===== src/rtl/pll_reset_sequencer.sv =====
// PLL bring-up sequencer: resets the PLL, waits for a stable lock, then releases the system reset.
// Define PLL_LOCK_GLITCH_FILTER_EN to ignore lock dropouts in RUN shorter than 4 cycles.
module pll_reset_sequencer #(
  parameter int PLL_RST_CYCLES = 24,
  parameter int LOCK_TIMEOUT   = 24000,
  parameter int STABLE_CYCLES  = 2400,
  parameter int MAX_RETRIES    = 3
) (
  input  logic       i_xtal,
  input  logic       i_rst_n,
  input  logic       i_pll_lock,
  output logic       o_pll_resetb,
  output logic       o_sys_rst_n,
  output logic       o_ready,
  output logic       o_fail,
  output logic [7:0] o_lock_lost_cnt
);

  localparam int MAX_AB  = (PLL_RST_CYCLES > LOCK_TIMEOUT) ? PLL_RST_CYCLES : LOCK_TIMEOUT;
  localparam int CNT_MAX = (MAX_AB > STABLE_CYCLES) ? MAX_AB : STABLE_CYCLES;
  localparam int CNT_W   = $clog2(CNT_MAX + 1);
  localparam int RTY_W   = (MAX_RETRIES < 2) ? 1 : $clog2(MAX_RETRIES + 1);

  localparam logic [CNT_W-1:0] CNT_ONE      = CNT_W'(1);
  localparam logic [CNT_W-1:0] RST_LAST     = CNT_W'(PLL_RST_CYCLES - 1);
  localparam logic [CNT_W-1:0] TIMEOUT_LAST = CNT_W'(LOCK_TIMEOUT - 1);
  localparam logic [CNT_W-1:0] STABLE_LAST  = CNT_W'(STABLE_CYCLES - 1);
  localparam logic [RTY_W-1:0] RTY_ONE      = RTY_W'(1);
  localparam logic [RTY_W-1:0] RTY_LAST     = RTY_W'(MAX_RETRIES - 1);
`ifdef PLL_LOCK_GLITCH_FILTER_EN
  localparam logic [CNT_W-1:0] GLITCH_LAST  = CNT_W'(3);
`endif

  typedef enum logic [2:0] {
    ST_PLL_RST   = 3'd0,
    ST_WAIT_LOCK = 3'd1,
    ST_STABLE    = 3'd2,
    ST_RUN       = 3'd3,
    ST_FAIL      = 3'd4
  } state_t;

  logic             sync1_q, lock_s_q;
  state_t           state_q, state_d;
  logic [CNT_W-1:0] cnt_q, cnt_d;
  logic [RTY_W-1:0] retry_q, retry_d;
  logic [7:0]       lost_q, lost_d;
  logic             pll_resetb_q, pll_resetb_d;
  logic             sys_rst_n_q, sys_rst_n_d;
  logic             ready_q, ready_d;
  logic             fail_q, fail_d;

  // Two-flop synchroniser for the asynchronous PLL lock
  always_ff @(posedge i_xtal or negedge i_rst_n) begin
    if (!i_rst_n) begin
      sync1_q  <= 1'b0;
      lock_s_q <= 1'b0;
    end else begin
      sync1_q  <= i_pll_lock;
      lock_s_q <= sync1_q;
    end
  end

  // State, counters and registered outputs
  always_ff @(posedge i_xtal or negedge i_rst_n) begin
    if (!i_rst_n) begin
      state_q      <= ST_PLL_RST;
      cnt_q        <= '0;
      retry_q      <= '0;
      lost_q       <= 8'd0;
      pll_resetb_q <= 1'b0;
      sys_rst_n_q  <= 1'b0;
      ready_q      <= 1'b0;
      fail_q       <= 1'b0;
    end else begin
      state_q      <= state_d;
      cnt_q        <= cnt_d;
      retry_q      <= retry_d;
      lost_q       <= lost_d;
      pll_resetb_q <= pll_resetb_d;
      sys_rst_n_q  <= sys_rst_n_d;
      ready_q      <= ready_d;
      fail_q       <= fail_d;
    end
  end

  // Next-state logic; lock_s edges win over any counter expiry on the same cycle
  always_comb begin
    state_d = state_q;
    cnt_d   = cnt_q;
    retry_d = retry_q;
    lost_d  = lost_q;
    case (state_q)
      ST_PLL_RST: begin
        if (cnt_q == RST_LAST) begin
          state_d = ST_WAIT_LOCK;
          cnt_d   = '0;
        end else begin
          cnt_d = cnt_q + CNT_ONE;
        end
      end
      ST_WAIT_LOCK: begin
        if (lock_s_q) begin
          state_d = ST_STABLE;
          cnt_d   = '0;
        end else if (cnt_q == TIMEOUT_LAST) begin
          cnt_d   = '0;
          retry_d = retry_q + RTY_ONE;
          if (retry_q == RTY_LAST) begin
            state_d = ST_FAIL;
          end else begin
            state_d = ST_PLL_RST;
          end
        end else begin
          cnt_d = cnt_q + CNT_ONE;
        end
      end
      ST_STABLE: begin
        if (!lock_s_q) begin
          state_d = ST_WAIT_LOCK;
          cnt_d   = '0;
        end else if (cnt_q == STABLE_LAST) begin
          state_d = ST_RUN;
          cnt_d   = '0;
        end else begin
          cnt_d = cnt_q + CNT_ONE;
        end
      end
      ST_RUN: begin
`ifdef PLL_LOCK_GLITCH_FILTER_EN
        if (lock_s_q) begin
          cnt_d = '0;
        end else if (cnt_q == GLITCH_LAST) begin
          state_d = ST_PLL_RST;
          cnt_d   = '0;
          retry_d = '0;
          lost_d  = (lost_q == 8'hFF) ? 8'hFF : lost_q + 8'd1;
        end else begin
          cnt_d = cnt_q + CNT_ONE;
        end
`else
        if (!lock_s_q) begin
          state_d = ST_PLL_RST;
          cnt_d   = '0;
          retry_d = '0;
          lost_d  = (lost_q == 8'hFF) ? 8'hFF : lost_q + 8'd1;
        end else begin
          cnt_d = '0;
        end
`endif
      end
      ST_FAIL: begin
        state_d = ST_FAIL;
      end
      default: begin
        state_d = ST_PLL_RST;
        cnt_d   = '0;
      end
    endcase
  end

  // Output decode of the next state so the output flops track the state register
  always_comb begin
    pll_resetb_d = 1'b0;
    sys_rst_n_d  = 1'b0;
    ready_d      = 1'b0;
    fail_d       = 1'b0;
    case (state_d)
      ST_PLL_RST: begin
        pll_resetb_d = 1'b0;
      end
      ST_WAIT_LOCK, ST_STABLE: begin
        pll_resetb_d = 1'b1;
      end
      ST_RUN: begin
        pll_resetb_d = 1'b1;
        sys_rst_n_d  = 1'b1;
        ready_d      = 1'b1;
      end
      ST_FAIL: begin
        fail_d = 1'b1;
      end
      default: begin
        pll_resetb_d = 1'b0;
      end
    endcase
  end

  assign o_pll_resetb    = pll_resetb_q;
  assign o_sys_rst_n     = sys_rst_n_q;
  assign o_ready         = ready_q;
  assign o_fail          = fail_q;
  assign o_lock_lost_cnt = lost_q;

endmodule

===== config.mk =====
export PLATFORM = sky130hd
export DESIGN_NAME = pll_reset_sequencer
export DESIGN_NICKNAME = d
export VERILOG_FILES = /design/src/rtl/pll_reset_sequencer.sv
export SDC_FILE = /design/constraint.sdc
export NUM_CORES = 1
export LEC_CHECK = 0
export ABC_AREA = 1
export CELL_PAD_IN_SITES_DETAIL_PLACEMENT = 1
export CELL_PAD_IN_SITES_GLOBAL_PLACEMENT = 1
export CORE_MARGIN = 1
export CORE_UTILIZATION = 36
export DETAILED_ROUTE_END_ITERATION = 6
export HOLD_SLACK_MARGIN = 0.02
export PLACE_DENSITY_LB_ADDON = 0.1
export SLEW_MARGIN = 10
export SYNTH_ARGS = -nofsm -noshare
export SYNTH_HDL_FRONTEND = slang
export SYNTH_SLANG_ARGS = --single-unit

===== constraint.sdc =====
create_clock -name i_xtal -period 2.15 [get_ports i_xtal]
set_clock_uncertainty 0.2 [all_clocks]
set_input_delay 0.645 -clock i_xtal [delete_from_list [all_inputs] [get_ports i_xtal]]
set_output_delay 0.645 -clock i_xtal [all_outputs]
set_load 0.005 [all_outputs]

==> flow_summary_export.csv <==
group,metric,value,unit
run_status,status,"completed",
sta,highest_attainable_clock_frequency,0.483,GHz
cells_and_area,flow.area_growth_from_synthesis,17.5,%
logic_synthesis,yosysWarningCount,0,
sta,timing.max_slew.rel_slack,72.9,%
power_and_ir_drop,power_leakage,0.00115,uW
die,placement_rows,26,
setup_path,critical_path.startpoint_type,"flip-flop",
logic_synthesis,synth.lib_cells_used.distinct,27,
global_routing,met3_usage_grt,4.55,%
global_routing,antenna_found_initial,0,
logic_synthesis,synth_area_per_cell,7.15,um2
placement,post-dp-hpwl,3390,um
die,die_height,75.1,um
logic_synthesis,cell_area_after_synthesis,1920,um2
setup_path,worstPathRequired,1.30,ns
placement,place_inst,350,
run,timing.max_cap.violations,0,
clock_tree,cts-hold-fix-buffers,0,
setup_path,critPathLaunch,"o_lock_lost_cnt[1]",
cells_and_area,num-nets-final,293,
cells_and_area,n_antenna_cell,0,
placement,port_buffers,14,
sta,finalHoldViolCount,0,
sta,tns,0,ns
die,initial_utilization,37.4,%
setup_path,crit_slowest_cell,"clkdlybuf4s50_1",
detailed_routing,drcViolationCount,0,
global_routing,pin_count_of_the_biggest_net_entering_global_routing,21,
placement,place_worst_setup_slack,0.307,ns
global_routing,grt_pass1_wl,8310,um
sta,max_slew_violations,0,
global_routing,first_global_vias,1802,
setup_path,cp.buffers_inverters,1,
setup_path,critPathMaxFanout,4,
clock_tree,clock_tree.htree_level_count,2,
global_routing,grt_remaining_overflow,0,
die,io_pins,15,
die,chip_width,75.1,um
clock_tree,max-clock-path-buffers,2,
sta,worst_tran_pin_value,0.406,ns
clock_tree,cts_buffers,5,
logic_synthesis,synth-seq-area-share,42.9,%
sta,holdWs,0.0755,ns
clock_tree,clock-sinks,33,
detailed_routing,route.antenna.remaining_nets,0,
logic_synthesis,ys_seq_elements,33,
cells_and_area,final_cells,358,
power_and_ir_drop,pwr_density_cell,818,nW/um2
global_routing,grtUsageMet2,32.6,%
min_path,min-delay-path-class,"input port to async pin",
setup_path,r2r_slack,0.30,ns
detailed_routing,post_detailed_route_wirelength_per_cell,12.7,um
clock_tree,post_cts_resized,0,
setup_path,cp_cell_sequence,"clkdlybuf4s50_1",
setup_path,worst_setup_path_end_kind,"output port",
clock_tree,cts.clk_slew.worst_paths,0.08,ns
clock_tree,cts.repair_timing.setup_buffer_count,0,
setup_path,crit_cells,1,
setup_path,worst_ep_arrival_time,1.23,ns
logic_synthesis,synth_cells,269,
die,core_area,5140,um2
detailed_routing,drt-pass1-iter-count,4,
cells_and_area,number_of_fill_cells_in_the_layout,688,
detailed_routing,first_iter_violations,59,
setup_path,timing_worst_setup_path_type,"flip-flop to output port",
detailed_routing,vias_per_cell,4.75,
setup_path,regToRegStartpoint,"cnt_q[1]",
logic_synthesis,post_synthesis_net_count,275,
die,fp.dieArea,5640,um2
setup_path,worst-r2r-cell-count,10,
cells_and_area,drive_gt1_share,12.8,%
sta,setup_repair_after_global_routing_missed_its_margin,"false",
global_routing,globalRoute.busiestLayer,"met2",
sta,tcrit_tclk_final,96.4,%
power_and_ir_drop,irDropWorstVdd,0.000370,V
clock_tree,clock-root-buffer,"clkbuf_8",
setup_path,cpPeakStageDelay,0.53,ns
placement,globalplace.congestion,0.812,
clock_tree,cts_tree,"built",
detailed_routing,routed_wirelength,4540,um
sta,worst_slack,0.0776,ns
detailed_routing,overall_via_count_from_detail_route,1699,
global_routing,global_route.usage.total,19.6,%
setup_path,critical-path-top-delay-family,"buffers and inverters",
clock_tree,clk_latency,0.29,ns
sta,timing.final.crit_period,2.07,ns
setup_path,rr_endpoint,"cnt_q[9]",
global_routing,grt_util_met1,25.1,%
sta,finalSetupViolCount,0,
==> area by class of cell <==
cell class,instances,area [um2],area share [%]
clock inverter,3,46.3,2.05
inverter,37,140,6.20
tap,70,87.6,3.88
clock buffer,5,68.8,3.05
multi-input combinational,194,923,40.9
sequential,33,831,36.8
timing repair buffer,16,163,7.20
==> kinds of logic after synthesis <==
family	share of synthesized area, %
simple gates	40.9
compound gates	3.38
fa+ha+maj	1.95
flops	42.9
buf+inv	9.04
xor+xnor	1.82
==> report_power, final <==
part,internal [uW],switching [uW],leakage [uW]
clock,347,260,0.0000543
combinational,166,290,0.000659
sequential,706,79.6,0.000439
==> cells in the final DEF (no fill, tap or decap) <==
cell type        count
buf_4                1
inv_2                4
and2_1               1
nor2_2               4
xor2_1               4
clkbuf_8             5
o21ai_0              5
nand2_1            100
a21boi_0             1
clkinvlp_4           1
buf_12               1
nand2_2              6
ha_1                 3
nor3_1               5
nor2_1              22
nand3_2              2
o22ai_1              2
bufinv_16            1
nand3_4              1
nand4_1              5
buf_2                1
clkinv_2             1
nor2_4               2
dfrtp_1             29
a21oi_1              1
or2_2                2
clkinv_4             1
dfrtp_2              4
inv_1               32
clkdlybuf4s50_1     13
o21bai_1             1
o31ai_1              1
nand3_1             26
==> sequential cells by signal (all words and copies together) (netlist names) <==
name,flops
cnt_q,15
lock_s_q,1
o_fail,1
o_lock_lost_cnt,8
o_pll_resetb,1
o_ready,1
retry_q,2
state_q,3
sync1_q,1
==> per-layer routing <==
metal,wire [um],up-vias
met5,0,-
met4,62,0
met3,96,5
met2,2150,15
met1,2230,812
li1,-,867
==> through the flow <==
stage,total power [uW],util (%),cell area [um2]
finish,1850,44.0,2260
global route,1980,44.0,2260
CTS,1890,43.9,2250
detailed placement,1270,41.6,2140
global placement,1260,41.6,2140
floorplan,1140,-,1920
==> Yosys cell counts, drive strengths merged <==
library cell  instances  area share (%)
nor3                  5             1.3
ha                    3             2.0
nand3                29             8.7
inv                  36             7.0
and2                  1            0.33
nand2               106              21
o22ai                 2            0.65
nor2                 28             6.8
xor2                  4             1.8
or2                   2            0.65
o21ai                 5             1.3
nand4                 5             1.6
dfrtp                33              43
buf                   5             1.8
o21bai                1            0.39
clkinv                1            0.26
o31ai                 1            0.39
a21boi                1            0.39
a21oi                 1            0.26
==> worst max-delay path by stage <==
stage                         endpoint  slack (ns)
CTS                 o_lock_lost_cnt[6]        0.03
floorplan                     cnt_q[3]        0.52
global route        o_lock_lost_cnt[1]        0.03
global placement    o_lock_lost_cnt[7]        0.36
detailed placement            cnt_q[9]        0.31
finish              o_lock_lost_cnt[1]        0.08
No activity file was read; power rests on OpenSTA's default activity.
